<file path="src/rtl/ag_ps2_rx.sv">
// Event FIFO for the PS/2 receiver: circular buffer with a head-of-queue view.
// Latency: a pushed entry is visible at the head one clk after the push edge.
// Backpressure: a push into a full FIFO is dropped and flagged, unless a pop happens in the same cycle.
module ag_ps2_rx_fifo #(
    parameter int WIDTH      = 10,
    parameter int DEPTH_LOG2 = 3
) (
    input  logic             clk,
    input  logic             rst_n,
    input  logic             push_vld,
    input  logic [WIDTH-1:0] push_dat,
    input  logic             pop_rdy,
    output logic             out_vld,
    output logic [WIDTH-1:0] out_dat,
    output logic             drop
);
    localparam int DEPTH = 1 << DEPTH_LOG2;

    logic [WIDTH-1:0]      mem [DEPTH];
    logic [DEPTH_LOG2-1:0] wr_ptr;
    logic [DEPTH_LOG2-1:0] rd_ptr;
    logic [DEPTH_LOG2:0]   count;
    logic                  full;
    logic                  do_pop;
    logic                  do_push;

    // Count can only reach DEPTH, so its MSB alone marks a full buffer.
    assign full    = count[DEPTH_LOG2];
    assign out_vld = (count != '0);
    assign do_pop  = pop_rdy & out_vld;
    // A simultaneous pop frees a slot, so a push into a full FIFO still lands.
    assign do_push = push_vld & (~full | do_pop);
    assign drop    = push_vld & full & ~do_pop;
    assign out_dat = mem[rd_ptr];

    // Entry storage; contents need no reset because count gates visibility.
    always_ff @(posedge clk) begin
        if (do_push) begin
            mem[wr_ptr] <= push_dat;
        end
    end

    // Pointer and occupancy bookkeeping; pointers wrap naturally modulo depth.
    always_ff @(posedge clk) begin
        if (!rst_n) begin
            wr_ptr <= '0;
            rd_ptr <= '0;
            count  <= '0;
        end else begin
            if (do_push) begin
                wr_ptr <= wr_ptr + 1'b1;
            end
            if (do_pop) begin
                rd_ptr <= rd_ptr + 1'b1;
            end
            case ({do_push, do_pop})
                2'b10:   count <= count + 1'b1;
                2'b01:   count <= count - 1'b1;
                default: count <= count;
            endcase
        end
    end
endmodule

// PS/2 device-to-host receiver: frames 11-bit words, checks parity/stop, folds E0/F0 prefixes into flags.
// Latency: key event pushed one clk after the edge that registers PS/2 clock low on the stop bit.
// Backpressure: none toward the keyboard; a full FIFO drops the new event and sets sticky ovf.
module ag_ps2_rx #(
    parameter int TIMEOUT    = 2000,
    parameter int DEPTH_LOG2 = 3
) (
    input  logic       clk,
    input  logic       rst_n,
    input  logic [1:0] ps2_bus,
    input  logic       ack,
    input  logic       clr_err,
    output logic       valid,
    output logic [7:0] code,
    output logic       ext,
    output logic       brk,
    output logic       perr,
    output logic       ferr,
    output logic       ovf
);
    typedef struct packed {
        logic       ext;
        logic       brk;
        logic [7:0] code;
    } key_evt_t;

    typedef enum logic [1:0] {
        S_IDLE,
        S_DATA,
        S_PARITY,
        S_STOP
    } state_t;

    localparam int            TW      = $clog2(TIMEOUT + 1);
    localparam logic [TW-1:0] TO_LAST = TW'(TIMEOUT - 1);

    // Input stage and edge detection
    logic c_q;
    logic c_p;
    logic d_q;
    logic fall;

    // Frame assembly
    state_t        state;
    logic [2:0]    bit_cnt;
    logic [7:0]    shreg;
    logic          par_bit;
    logic [TW-1:0] to_cnt;
    logic          ext_pend;
    logic          brk_pend;

    // Frame completion decode
    logic     stop_evt;
    logic     par_ok;
    logic     bad_par;
    logic     bad_stop;
    logic     byte_ok;
    logic     is_prefix;
    logic     timeout;
    logic     evt_push;
    key_evt_t evt;
    key_evt_t head;
    logic     fifo_drop;

    // Register the asynchronous bus once, and the clock line a second time for edge detection.
    always_ff @(posedge clk) begin
        if (!rst_n) begin
            c_q <= 1'b1;
            c_p <= 1'b1;
            d_q <= 1'b1;
        end else begin
            c_q <= ps2_bus[0];
            d_q <= ps2_bus[1];
            c_p <= c_q;
        end
    end

    assign fall = c_p & ~c_q;

    // The stop bit is evaluated in the same cycle it is sampled so the push lands one edge later.
    assign stop_evt  = fall && (state == S_STOP);
    // Odd parity: the nine bits together must hold an odd number of ones.
    assign par_ok    = ^{shreg, par_bit};
    assign bad_par   = stop_evt & ~par_ok;
    assign bad_stop  = stop_evt & par_ok & ~d_q;
    assign byte_ok   = stop_evt & par_ok & d_q;
    assign is_prefix = (shreg == 8'hE0) || (shreg == 8'hF0);
    // A fall in the same cycle wins over the timeout since it restarts the count anyway.
    assign timeout   = ~fall && (state != S_IDLE) && (to_cnt == TO_LAST);
    assign evt_push  = byte_ok & ~is_prefix;

    assign evt.ext  = ext_pend;
    assign evt.brk  = brk_pend;
    assign evt.code = shreg;

    // Frame FSM with mid-frame timeout, prefix folding and sticky error flags.
    always_ff @(posedge clk) begin
        if (!rst_n) begin
            state    <= S_IDLE;
            bit_cnt  <= '0;
            shreg    <= '0;
            par_bit  <= 1'b0;
            to_cnt   <= '0;
            ext_pend <= 1'b0;
            brk_pend <= 1'b0;
            perr     <= 1'b0;
            ferr     <= 1'b0;
        end else begin
            if (fall || (state == S_IDLE)) begin
                to_cnt <= '0;
            end else begin
                to_cnt <= to_cnt + 1'b1;
            end

            if (timeout) begin
                state <= S_IDLE;
            end else if (fall) begin
                case (state)
                    S_IDLE: begin
                        // A high data line here is a spurious edge; keep hunting for a start bit.
                        if (!d_q) begin
                            state   <= S_DATA;
                            bit_cnt <= '0;
                        end
                    end
                    S_DATA: begin
                        shreg   <= {d_q, shreg[7:1]};
                        bit_cnt <= bit_cnt + 1'b1;
                        if (bit_cnt == 3'd7) begin
                            state <= S_PARITY;
                        end
                    end
                    S_PARITY: begin
                        par_bit <= d_q;
                        state   <= S_STOP;
                    end
                    S_STOP: begin
                        state <= S_IDLE;
                    end
                    default: begin
                        state <= S_IDLE;
                    end
                endcase
            end

            // A corrupted frame may have been the key that completes a prefix, so forget pending prefixes.
            if (bad_par || bad_stop || timeout) begin
                ext_pend <= 1'b0;
                brk_pend <= 1'b0;
            end else if (byte_ok) begin
                if (shreg == 8'hE0) begin
                    ext_pend <= 1'b1;
                end else if (shreg == 8'hF0) begin
                    brk_pend <= 1'b1;
                end else begin
                    ext_pend <= 1'b0;
                    brk_pend <= 1'b0;
                end
            end

            perr <= bad_par | (perr & ~clr_err);
            ferr <= bad_stop | timeout | (ferr & ~clr_err);
        end
    end

    // Overflow is sticky and set-dominant over clr_err.
    always_ff @(posedge clk) begin
        if (!rst_n) begin
            ovf <= 1'b0;
        end else begin
            ovf <= fifo_drop | (ovf & ~clr_err);
        end
    end

    ag_ps2_rx_fifo #(
        .WIDTH      ($bits(key_evt_t)),
        .DEPTH_LOG2 (DEPTH_LOG2)
    ) u_evt_fifo (
        .clk      (clk),
        .rst_n    (rst_n),
        .push_vld (evt_push),
        .push_dat (evt),
        .pop_rdy  (ack),
        .out_vld  (valid),
        .out_dat  (head),
        .drop     (fifo_drop)
    );

    assign code = head.code;
    assign ext  = head.ext;
    assign brk  = head.brk;
endmodule
</file>
<file path="config.mk">
export PLATFORM = sky130hd
export DESIGN_NAME = ag_ps2_rx
export DESIGN_NICKNAME = d
export VERILOG_FILES = /design/src/rtl/ag_ps2_rx.sv
export SDC_FILE = /design/constraint.sdc
export NUM_CORES = 1
export LEC_CHECK = 0
export BUFFER_PORTS_ARGS = -buffer_cell sky130_fd_sc_hd__buf_2
export CAP_MARGIN = 15
export CORE_MARGIN = 3
export CORE_UTILIZATION = 45
export DETAILED_ROUTE_END_ITERATION = 6
export HOLD_SLACK_MARGIN = 0.12
export PLACE_DENSITY = 0.73
export SYNTH_ARGS = -nofsm -noshare
export SYNTH_HDL_FRONTEND = slang
export SYNTH_SLANG_ARGS = --single-unit
</file>
<file path="constraint.sdc">
create_clock -name clk -period 5.4 [get_ports clk]
set_clock_uncertainty 0.1 [all_clocks]
set_input_delay 1.08 -clock clk [delete_from_list [all_inputs] [get_ports clk]]
set_output_delay 1.08 -clock clk [all_outputs]
set_load 0.01 [all_outputs]
</file>
==> out/results.ini <==
[run_status]
status=completed

[global_route]
first_global_vias=3034
groute.usage.overall_pct=16.4
grt_overflow=0
grt_first_pass_wirelength_um=15700
grt_max_degree=36
antenna_found_initial=0

[timing]
max_freq_ghz=0.291
tightest_slew_ns=1.01
rsz0062_at_grt=false
slew_violations=0
hold_viol=0
setup_viol=0
min_period_ns=3.43
relSlewSlack_pct=32.6
setup_tns_ns=0
period_share_pct=63.6

[routing]
vias_per_cell=5.42
first_iter_violations=225
first_pass_iters=4
wl_um=9410
num_vias=2901
drc=0
ant_nets=0
wl_per_cell_um=17.6

[pwr]
ir_worst_vdd_mv=0.191
p_leak_nw=2.06
finalPower_mw=2.06
power_density_mw_per_mm2=344

[critical_path]
startpoint_type=register
crit_cells=3
critPathTopFamily=flip-flops
crit_path_cell_trace=mux4_2, mux2_2, buf_2
cp.arrival_ns=2.25
critPathRequiredTime_ns=4.22
reg2reg_depth=11
critical_path.slowest_cell=dfxtp_1
critPathMaxFanout=20
worst_path_largest_cell_delay_ns=0.97
crit_path_end_kind=primary output
path_buf_inv=1
worstSetupPathType=register to primary output

[clock_tree]
hold_buffers=0
cts_tree=yes
cts_resized=0
insertion_delay_ns=0.41
clk_pin_slew_ns=0.06
postCtsSetupRepairBufs=0
cts_made_buffers=17
htreeDepth=4
ctsRootBufferMaster=clkbuf_16
clkSinkCount=126
clockBufferDepth=2

[logic_synthesis]
synth_cell_types=47
ys_seq_area_share_pct=64.4
ys_warn_count=0
syn-cell-area_mm2=0.00516
yosysTopAreaCell=edfxtp_1
synth_common_cells=80 x edfxtp_1, 46 x dfxtp_1, 25 x nand2_1, 20 x mux4_2, 18 x nor2_1
ys_async_sr_fraction_pct=0
synth_edf_count=80
ys_ff_latch=126
synth_nets=367
synth-main-ff-cell=edfxtp_1
synthTopCellsByArea=edfxtp_1 47%, dfxtp_1 18%, mux4_2 8.7%
yosysMostFrequentCell=edfxtp_1
syn_inst=349
synth_top_cell_area_share_pct=46.5
synth_area_per_cell_um2=14.8

[floorplan]
dieWidth_um=113
die_area_mm2=0.0128
core.rowCount=38
boundaryPins=20
start_util_pct=46.8
fp.dieH_um=113
core_area_mm2=0.0110

[cells_and_area]
antenna_cells=0
drive_gt1_share_pct=24.3
area_growth_pct=15.8
nFillCells=922
post-route-util_pct=54.2
instances_no_fill=535
layout.nets=400

[placed_design]
place_congestion=0.744
port_buffers=19
dpl.hpwl_um=5930
dp.cells=503

[min_path]
hp-class=register to register
holdPathStages=1

[flow_run]
drv_cap=0

[final cells by class]
cell class	instances	area [um^2]	share of cell area, %
clock inverters	14	113	1.88
well taps	140	175	2.93
repair buffers	26	148	2.47
clock buffers	18	429	7.18
multi-input cells	206	1770	29.7
flip-flops and latches	126	3320	55.6
inverters	5	18.8	0.314
[stage by stage]
stage	cell area [um^2]	setup WS (ns)	hold slack, ns
finish	5980	1.97	0.347
global route	5980	1.83	0.373
CTS	5980	1.92	0.349
detailed placement	5440	2.03	0.331
global placement	5440	2.07	0.321
floorplan	5160	2.32	0.312
[worst paths after layout]
kind                            startpoint             endpoint  slack (ns)
worst min register to register         c_q                  c_p        0.35
worst max register to register    shreg[2]  u_evt_fifo.count[2]        2.16
worst min-delay path                   c_q                  c_p        0.35
worst max-delay path              register              code[4]        1.97
[report_power, final]
part	internal (mW)	switching (mW)	total [mW]
logic	0.00669	0.0115	0.0182
clock network	0.593	0.431	1.02
registers	1.01	0.00207	1.02
[cells by family after synthesis]
kind of cell	count (synthesis)	synth area share, %
buf+inv	17	1.31
mux	36	12.1
flops	126	64.4
simple gates	107	11.0
xor+xnor	22	4.53
compound gates	29	3.80
fa+ha+maj	12	2.91
[registers in the layout (all words and copies together), names as in the netlist, 2 cells and up, named ones only]
| signal | count |
|---|---|
| u_evt_fifo.mem | 80 |
| to_cnt | 11 |
| shreg | 8 |
| u_evt_fifo.count | 4 |
| bit_cnt | 3 |
| u_evt_fifo.rd_ptr | 3 |
| u_evt_fifo.wr_ptr | 3 |
| state | 2 |
[per-layer routing]
layer,GRT usage (%),up-vias,wire length [um]
li1,-,1386,-
met1,20.2,1427,4150
met2,26.7,72,4680
met3,5.19,16,384
met4,6.97,0,187
met5,0,-,0
[layout by cell type, fill, tap and decap left out, drive strengths merged, types with 2 or more instances in the layout]
cell,netlist,final
nand2b,8,8
nand3,18,18
o22ai,2,2
ha,12,12
dfxtp,46,46
a21oi,4,4
nor2b,6,6
mux2i,6,6
inv,5,10
clkinvlp,0,5
clkbuf,8,18
xor2,7,7
nand2,26,26
a21boi,11,11
nor4,3,3
a22oi,2,2
nand4,2,2
o21ai,3,3
xnor2,14,14
buf,4,26
nor2,19,19
mux2,10,10
nor3,7,7
mux4,20,20
a31oi,2,2
and2,5,5
edfxtp,80,80
and3,7,7
clkinv,0,4
Note: power is estimated with default switching activity, not from simulation.
